[config.mk]
export PLATFORM = sky130hd
export DESIGN_NAME = serial_tx_scheduler
export DESIGN_NICKNAME = d
export VERILOG_FILES = /design/src/rtl/serial_tx_scheduler.sv
export SDC_FILE = /design/constraint.sdc
export NUM_CORES = 1
export LEC_CHECK = 0
export ABC_CLOCK_PERIOD_IN_PS = 3800
export CORE_MARGIN = 2
export CORE_UTILIZATION = 34
export CTS_CLUSTER_DIAMETER = 200
export DETAILED_ROUTE_END_ITERATION = 8
export PLACE_DENSITY_LB_ADDON = 0.05
export SYNTH_ARGS = -nofsm -noshare
export SYNTH_HDL_FRONTEND = slang
export SYNTH_SLANG_ARGS = --single-unit
[constraint.sdc]
create_clock -name clk -period 3.8 [get_ports clk]
set_input_delay 0.76 -clock clk [delete_from_list [all_inputs] [get_ports clk]]
set_output_delay 0.76 -clock clk [all_outputs]
set_load 0.1 [all_outputs]
[src/rtl/serial_tx_scheduler.sv]
// rtl/serial_tx_scheduler.sv - two-requester round-robin board-to-board serial link transmitter
module serial_tx_scheduler #(
   parameter int DATA_W  = 8,
   parameter int CLK_DIV = 4
) (
   input  logic              clk,
   input  logic              reset,
   input  logic              enable,
   input  logic [1:0]        req,
   input  logic [DATA_W-1:0] data0,
   input  logic [DATA_W-1:0] data1,
   input  logic              remote_ready,
   output logic [1:0]        grant,
   output logic              done,
   output logic              busy,
   output logic              tx_ready,
   output logic              ser_clk,
   output logic              ser_data
);

   localparam int CNT_W = (DATA_W > 1) ? $clog2(DATA_W) : 1;
   localparam int DIV_W = $clog2(2 * CLK_DIV);
   localparam logic [CNT_W-1:0] LAST_BIT = CNT_W'(DATA_W - 1);
   localparam logic [DIV_W-1:0] RISE_AT  = DIV_W'(CLK_DIV - 1);
   localparam logic [DIV_W-1:0] BIT_END  = DIV_W'(2 * CLK_DIV - 1);

   typedef enum logic [1:0] {IDLE, WAIT_READY, SHIFT, DONE} state_t;

   state_t            state;
   logic [1:0]        rdy_sync;
   logic              rdy_s;
   logic [DATA_W-1:0] shreg;
   logic [CNT_W-1:0]  bit_cnt;
   logic [DIV_W-1:0]  div_cnt;
   logic              parked;
   logic              last_owner;
   logic              pick;

   assign rdy_s = rdy_sync[1];

   always_ff @(posedge clk or negedge reset) begin
      if (!reset) begin
         rdy_sync <= 2'b00;
      end else begin
         rdy_sync <= {rdy_sync[0], remote_ready};
      end
   end

   always_comb begin
      pick = 1'b0;
      if (req == 2'b11) begin
         pick = ~last_owner;
      end else if (req[1]) begin
         pick = 1'b1;
      end
   end

   // shreg holds the bits still to be sent after the one currently on ser_data.
   // SHIFT is entered parked at a bit boundary, so the same rdy_s gate that
   // handles mid-frame stalls also releases the first bit.
   always_ff @(posedge clk or negedge reset) begin
      if (!reset) begin
         state      <= IDLE;
         grant      <= 2'b00;
         done       <= 1'b0;
         busy       <= 1'b0;
         tx_ready   <= 1'b0;
         ser_clk    <= 1'b0;
         ser_data   <= 1'b0;
         shreg      <= '0;
         bit_cnt    <= '0;
         div_cnt    <= '0;
         parked     <= 1'b0;
         last_owner <= 1'b1;
      end else begin
         case (state)
            IDLE: begin
               if (enable && (req != 2'b00)) begin
                  grant    <= pick ? 2'b10 : 2'b01;
                  shreg    <= pick ? {data1[DATA_W-2:0], 1'b0} : {data0[DATA_W-2:0], 1'b0};
                  ser_data <= pick ? data1[DATA_W-1] : data0[DATA_W-1];
                  tx_ready <= 1'b1;
                  busy     <= 1'b1;
                  bit_cnt  <= '0;
                  div_cnt  <= '0;
                  state    <= WAIT_READY;
               end
            end
            WAIT_READY: begin
               if (rdy_s) begin
                  parked <= 1'b1;
                  state  <= SHIFT;
               end
            end
            SHIFT: begin
               if (parked) begin
                  if (rdy_s) begin
                     parked <= 1'b0;
                  end
               end else if (div_cnt == BIT_END) begin
                  ser_clk <= 1'b0;
                  if (bit_cnt == LAST_BIT) begin
                     state    <= DONE;
                     done     <= 1'b1;
                     tx_ready <= 1'b0;
                     ser_data <= 1'b0;
                  end else begin
                     bit_cnt  <= bit_cnt + 1'b1;
                     ser_data <= shreg[DATA_W-1];
                     shreg    <= shreg << 1;
                     div_cnt  <= '0;
                     parked   <= ~rdy_s;
                  end
               end else begin
                  div_cnt <= div_cnt + 1'b1;
                  if (div_cnt == RISE_AT) begin
                     ser_clk <= 1'b1;
                  end
               end
            end
            DONE: begin
               state      <= IDLE;
               done       <= 1'b0;
               busy       <= 1'b0;
               grant      <= 2'b00;
               last_owner <= grant[1];
            end
            default: begin
               state <= IDLE;
            end
         endcase
      end
   end

endmodule
==> flow_summary.yaml, run 1 <==
grt:
  grt_usage_pct: 13.5
  first_global_vias: 1067
  grt_max_degree: 27
  antenna_found_initial: 0
  grt_first_pass_wirelength_um: 5290
  gr-total-overflow: 0
critical_path:
  reg2regPathDepth: 7
  critPathLaunch: "done"
  critical_path_class: "reg2out"
  cpPeakStageDelay_ns: 1.14
  cp.required_ns: 3.04
  worst-path-buf-inv: 1
  path_max_fanout: 3
  reg2reg_slack_ns: 1.24
  r2r_end: "shreg[6]"
  cp-end-kind: "primary output"
  arrival_ns: 1.82
  cp_slowest_cell: "clkdlybuf4s50_1"
  cp-start-kind: "flip-flop"
  path_cells: "clkdlybuf4s50_1"
  cpLargestDelayFamily: "buffers and inverters"
  reg2reg_from: "state[0]"
yosys:
  ys_warn_count: 0
  yosysTopAreaCellShare_pct: 42.0
  synth-edff-count: 0
  synth_commonest_cells: "25 x dfrtp_1, 15 x mux2_2, 12 x ha_1, 9 x o21ai_0, 8 x nand2_1"
  avgSynthCellArea_sq_um: 11.4
  ys_ff_latch: 26
  yosys.area.top_type: "dfrtp_1"
  syn_area_sq_um: 1490
  synthArstFlopShare_pct: 100
  synth-seq-area-share_pct: 43.8
  synth_top_cells_by_area: "dfrtp_1 42%, mux2_2 11%, ha_1 10%"
  synth_nets: 165
  synthCells: 131
  ys_types: 32
  yosysMostFrequentCell: "dfrtp_1"
  synth_ff_type: "dfrtp_1"
placement:
  dpl.cell_count: 209
  dp_hpwl_um: 2210
  numPortBuffers: 28
  gp_congestion: 0.785
cts:
  clkTransAtPathRegs_ns: 0.09
  holdBufCountCts: 0
  cts_resized: 0
  htreeDepth: 1
  cts_tree: "yes"
  root_buffer: "clkbuf_8"
  cts_num_sinks: 26
  clock_latency_ns: 0.28
  post_cts.repair.setup_buffers: 0
  cts_buffers: 3
  clockBufferDepth: 2
floorplan:
  pin_count: 29
  core-area_sq_um: 4290
  die_y_um: 70.2
  start_util_pct: 34.7
  rows: 24
  die_w_um: 70.2
  dieArea_sq_um: 4920
route:
  drt-pass1-iter-count: 4
  drc_errors: 0
  vias_per_cell: 4.87
  drt-wirelength-per-cell_um: 14.3
  wl_um: 3050
  vias: 1038
  antenna_left: 0
  drtIter0Drc: 37
timing:
  rsz0062_at_grt: "false"
  fmax_mhz: 387
  worst_slew_pin_slew_ns: 0.965
  hold_viol_final: 0
  final.setup.tns_ns: 0
  final-max-slew-violation-count: 0
  finalClockSkew_ns: 0.00318
  max-slew-margin-rel_pct: 35.5
  fin_crit_ns: 2.58
  setup_viol: 0
  min_period_over_period_pct: 67.9
cells_and_area:
  diodes: 0
  nets: 196
  final_cell_count_no_fill: 213
  area_delta_synth_final_pct: 25.8
  drive_gt1_share_pct: 18.0
power_and_ir_drop:
  power_density_nw_per_um2: 876
  leakagePower_nw: 0.838
  vdd_drop_max_mv: 0.353
hold_path:
  min_to: "rdy_sync[1]"
  min-delay-start: "rdy_sync[0]"
  hold_class: "reg2reg"
  whs_path_depth: 0
status:
  status: "complete, no violations"
flow_run:
  cap_violations: 0
[stage by stage]
stage | setup slack [ns] | hold WS (ns) | util [%] | instance area, sq um | power, mW
after CTS | 1.21 | 0.361 | 43.6 | 1870 | 1.66
after detailed placement | 1.05 | 0.340 | 42.6 | 1830 | 1.48
final | 1.22 | 0.360 | 43.6 | 1870 | 1.64
after floorplan | 1.73 | 0.331 | - | 1490 | 1.27
after global placement | 1.11 | 0.335 | 42.6 | 1830 | 1.47
after global routing | 1.04 | 0.378 | 43.6 | 1870 | 1.76
[worst max-delay path by stage]
stage	to	slack, ns	depth (start not counted)
after CTS	done	1.21	1
after floorplan	shreg[2]	1.73	5
final	done	1.22	1
after global placement	shreg[6]	1.11	5
after detailed placement	shreg[6]	1.05	5
after global routing	shreg[6]	1.04	7
[power by group]
part           leakage [nW]  switching (mW)  total (mW)  internal, mW
logic                 0.501           0.585       0.987         0.402
registers             0.315          0.0836       0.486         0.402
clock network        0.0228          0.0921       0.168        0.0754
[state kept, by name (all words and copies together), names as in the netlist, 2 cells and up]
register  flops
bit_cnt       3
state         2
grant         2
div_cnt       3
shreg         7
rdy_sync      2
[per-layer routing]
metal / track usage, % / vias up / routed length, um
li1: - / 528 / -
met1: 19.5 / 482 / 1540
met2: 20.3 / 23 / 1330
met3: 2.16 / 5 / 132
met4: 5.13 / 0 / 57
met5: 0 / - / 0
[final cells by class]
class                   count  area (sq um)
repair buffers             31           303
flip-flops and latches     26           652
well taps                  52          65.1
multi-input cells          94           786
clock buffers               4          45.0
fillers                   411          2420
inverters                   6          22.5
[logic make-up after synthesis]
logic type,Yosys count,synth area share (%)
AO/OA/AOI/OAI,30,13.0
adder cells (fa/ha/maj),12,10.1
buffers and inverters,11,3.44
flip-flops,26,43.8
multiplexers,27,21.5
AND/OR/NAND/NOR,25,8.15
[cells in the final DEF (no fill, tap or decap), types with 5 or more instances in the layout]
master           instances
ha_1                    12
nand2_1                  8
o21ai_0                  9
inv_1                    6
mux2i_1                  5
dfrtp_1                 25
clkdlybuf4s50_1         28
mux2_4                   6
mux2_2                  15
nand3_1                  5
nor2b_1                  5
a21oi_1                  6
(Power assumes the default switching activity.)
==> inputs of run 2 (changes only) <==
--- a/config.mk
+++ b/config.mk
@@ -5,7 +5,7 @@
 export SDC_FILE = /design/constraint.sdc
 export NUM_CORES = 1
 export LEC_CHECK = 0
-export ABC_CLOCK_PERIOD_IN_PS = 3800
+export ABC_CLOCK_PERIOD_IN_PS = 2250
 export CORE_MARGIN = 2
 export CORE_UTILIZATION = 34
 export CTS_CLUSTER_DIAMETER = 200
==> constraint.sdc (replaced) <==
create_clock -name clk -period 2.25 [get_ports clk]
set_input_delay 0.45 -clock clk [delete_from_list [all_inputs] [get_ports clk]]
set_output_delay 0.45 -clock clk [all_outputs]
set_load 0.1 [all_outputs]
==> flow_summary.yaml, run 2 (synthesis results as in run 1) <==
power_and_ir_drop:
  leakagePower_nw: 0.916
  p_clk_share_pct: 10.6
  power_density_nw_per_um2: 1500
  p_int_mw: 1.63
  power_mw: 2.95
  p_switching_mw: 1.32
  vdd_drop_max_mv: 0.579
  power_frac_seq_pct: 27.7
  p_sw_share_pct: 44.7
  pwr-share-comb_pct: 61.7
timing:
  fin_crit_ns: 2.07
  max-slew-margin-rel_pct: 77.6
  rsz0062_at_grt: "false"
  fmax_mhz: 482
  final-max-slew-violation-count: 0
  finalClockSkew_ns: 0.0121
  hold_viol_final: 0
  setup_viol: 0
  min_period_over_period_pct: 92.2
  worst_slew_pin_slew_ns: 0.336
critical_path:
  r2r_end: "state[1]"
  reg2reg_slack_ns: 0.18
  critPathCapture: "state[1]"
  path_max_fanout: 5
  reg2regPathDepth: 7
  cp.required_ns: 2.41
  cpPeakStageDelay_ns: 0.38
  reg2reg_from: "state[0]"
  arrival_ns: 2.23
  path_cells: "inv_1 -> ha_1 -> nor2b_1 -> a221o_1 -> buf_4 -> a211o_1 -> mux2_1"
  cp-start-kind: "flip-flop"
  cp-end-kind: "flip-flop"
  cp_slowest_cell: "dfrtp_1"
  critical_path_class: "reg2reg"
  critPathLaunch: "state[0]"
cells_and_area:
  final_cell_count_no_fill: 226
  layout_common_cells: "25 x dfrtp_1, 23 x buf_4, 21 x clkdlybuf4s50_1, 15 x mux2_2, 12 x ha_1"
  nets: 209
  final_common_cell: "dfrtp_1"
  drive_gt1_share_pct: 28.7
  area_delta_synth_final_pct: 31.8
  multi_input_comb_area_sq_um: 786
  utilization_pct: 45.7
  top_register: "shreg"
  diodes: 0
  ff_latch_area_sq_um: 652
  largestRegisters: "shreg: 7 flops, bit_cnt: 3 flops, div_cnt: 3 flops"
  largest_reg_flops: 7
  n_fill_cell: 413
floorplan:
  pin_count: 29
  start_util_pct: 34.7
  rows: 24
  dieArea_sq_um: 4920
  core-area_sq_um: 4290
  die_y_um: 70.2
  die_w_um: 70.2
grt:
  grt_busiest_layer: "met2"
  gr-usage-met2_pct: 21.9
  grt_max_degree: 27
  met1_usage_pct: 19.1
  grt_usage_pct: 14.0
  first_global_vias: 1151
  grt_use_met3_pct: 3.17
  antenna_found_initial: 0
  gr-total-overflow: 0
  grt_first_pass_wirelength_um: 5500
route:
  drc_errors: 0
  vias: 1110
  drt-pass1-iter-count: 3
  drt-wirelength-per-cell_um: 14.0
  drtIter0Drc: 27
  vias_per_cell: 4.91
  antenna_left: 0
  wl_um: 3170
cts:
  clock_latency_ns: 0.28
  cts_buffers: 3
  cts_resized: 0
  htreeDepth: 1
  root_buffer: "clkbuf_8"
  cts_tree: "yes"
  holdBufCountCts: 0
  post_cts.repair.setup_buffers: 0
  clkTransAtPathRegs_ns: 0.10
  clockBufferDepth: 2
  cts_num_sinks: 26
flow_run:
  cap_violations: 0
hold_path:
  hold_class: "reg2reg"
placement:
  dp_hpwl_um: 2440
  dpl.cell_count: 222
  gp_congestion: 0.740
  numPortBuffers: 28
status:
  status: "complete, no violations"
-- run 2: critical path, delay by kind of cell (launching register included) --
family | cells | cell delay [ns]
buffers and inverters | 2 | 0.25
AOI/OAI and AO/OA | 2 | 0.60
muxes | 1 | 0.32
DFF | 1 | 0.38
and+or+nand+nor | 1 | 0.16
adders and majority gates | 1 | 0.26
-- run 2: metal layers --
layer | routed length, um | vias to the layer above
li1 | - | 560
met1 | 1570 | 522
met2 | 1400 | 23
met3 | 141 | 5
met4 | 59 | 0
met5 | 0 | -
-- run 2: power groups by stage --
| stage | sequential [mW] | combinational, mW | clock, mW |
|---|---|---|---|
| 2_1_floorplan | 1.20 | 0.946 | 0 |
| 3_3_place_gp | 0.821 | 1.80 | 0 |
| 3_5_place_dp | 0.825 | 1.83 | 0 |
| 4_1_cts | 0.817 | 1.84 | 0.318 |
| 5_1_grt | 0.848 | 1.97 | 0.346 |
| 6_report | 0.817 | 1.82 | 0.311 |
-- run 2: worst min-delay path by stage --
stage / start / endpoint / slack, ns / cells past startpoint
floorplan: reset / bit_cnt[0] / 0.15 / 0
global placement: rdy_sync[0] / rdy_sync[1] / 0.34 / 0
detailed placement: rdy_sync[0] / rdy_sync[1] / 0.33 / 0
CTS: rdy_sync[0] / rdy_sync[1] / 0.36 / 0
global route: rdy_sync[0] / rdy_sync[1] / 0.39 / 0
finish: rdy_sync[0] / rdy_sync[1] / 0.36 / 0
-- run 2: metrics by stage --
stage	hold WS, ns	instance area, sq um	setup TNS [ns]	setup slack, ns
floorplan	0.154	1490	0	0.313
global placement	0.342	1910	-0.0905	-0.0256
detailed placement	0.335	1910	-0.361	-0.0630
CTS	0.357	1960	0	0.156
global route	0.385	1960	0	0.0622
finish	0.360	1960	0	0.175
-- run 2: area by class of cell --
type                            count  area share (%)
Multi-Input combinational cell     94            40.0
Sequential cell                    26            33.2
Timing Repair Buffer               44            19.5
Tap cell                           52            3.31
Clock buffer                        4            2.80
Inverter                            6            1.15
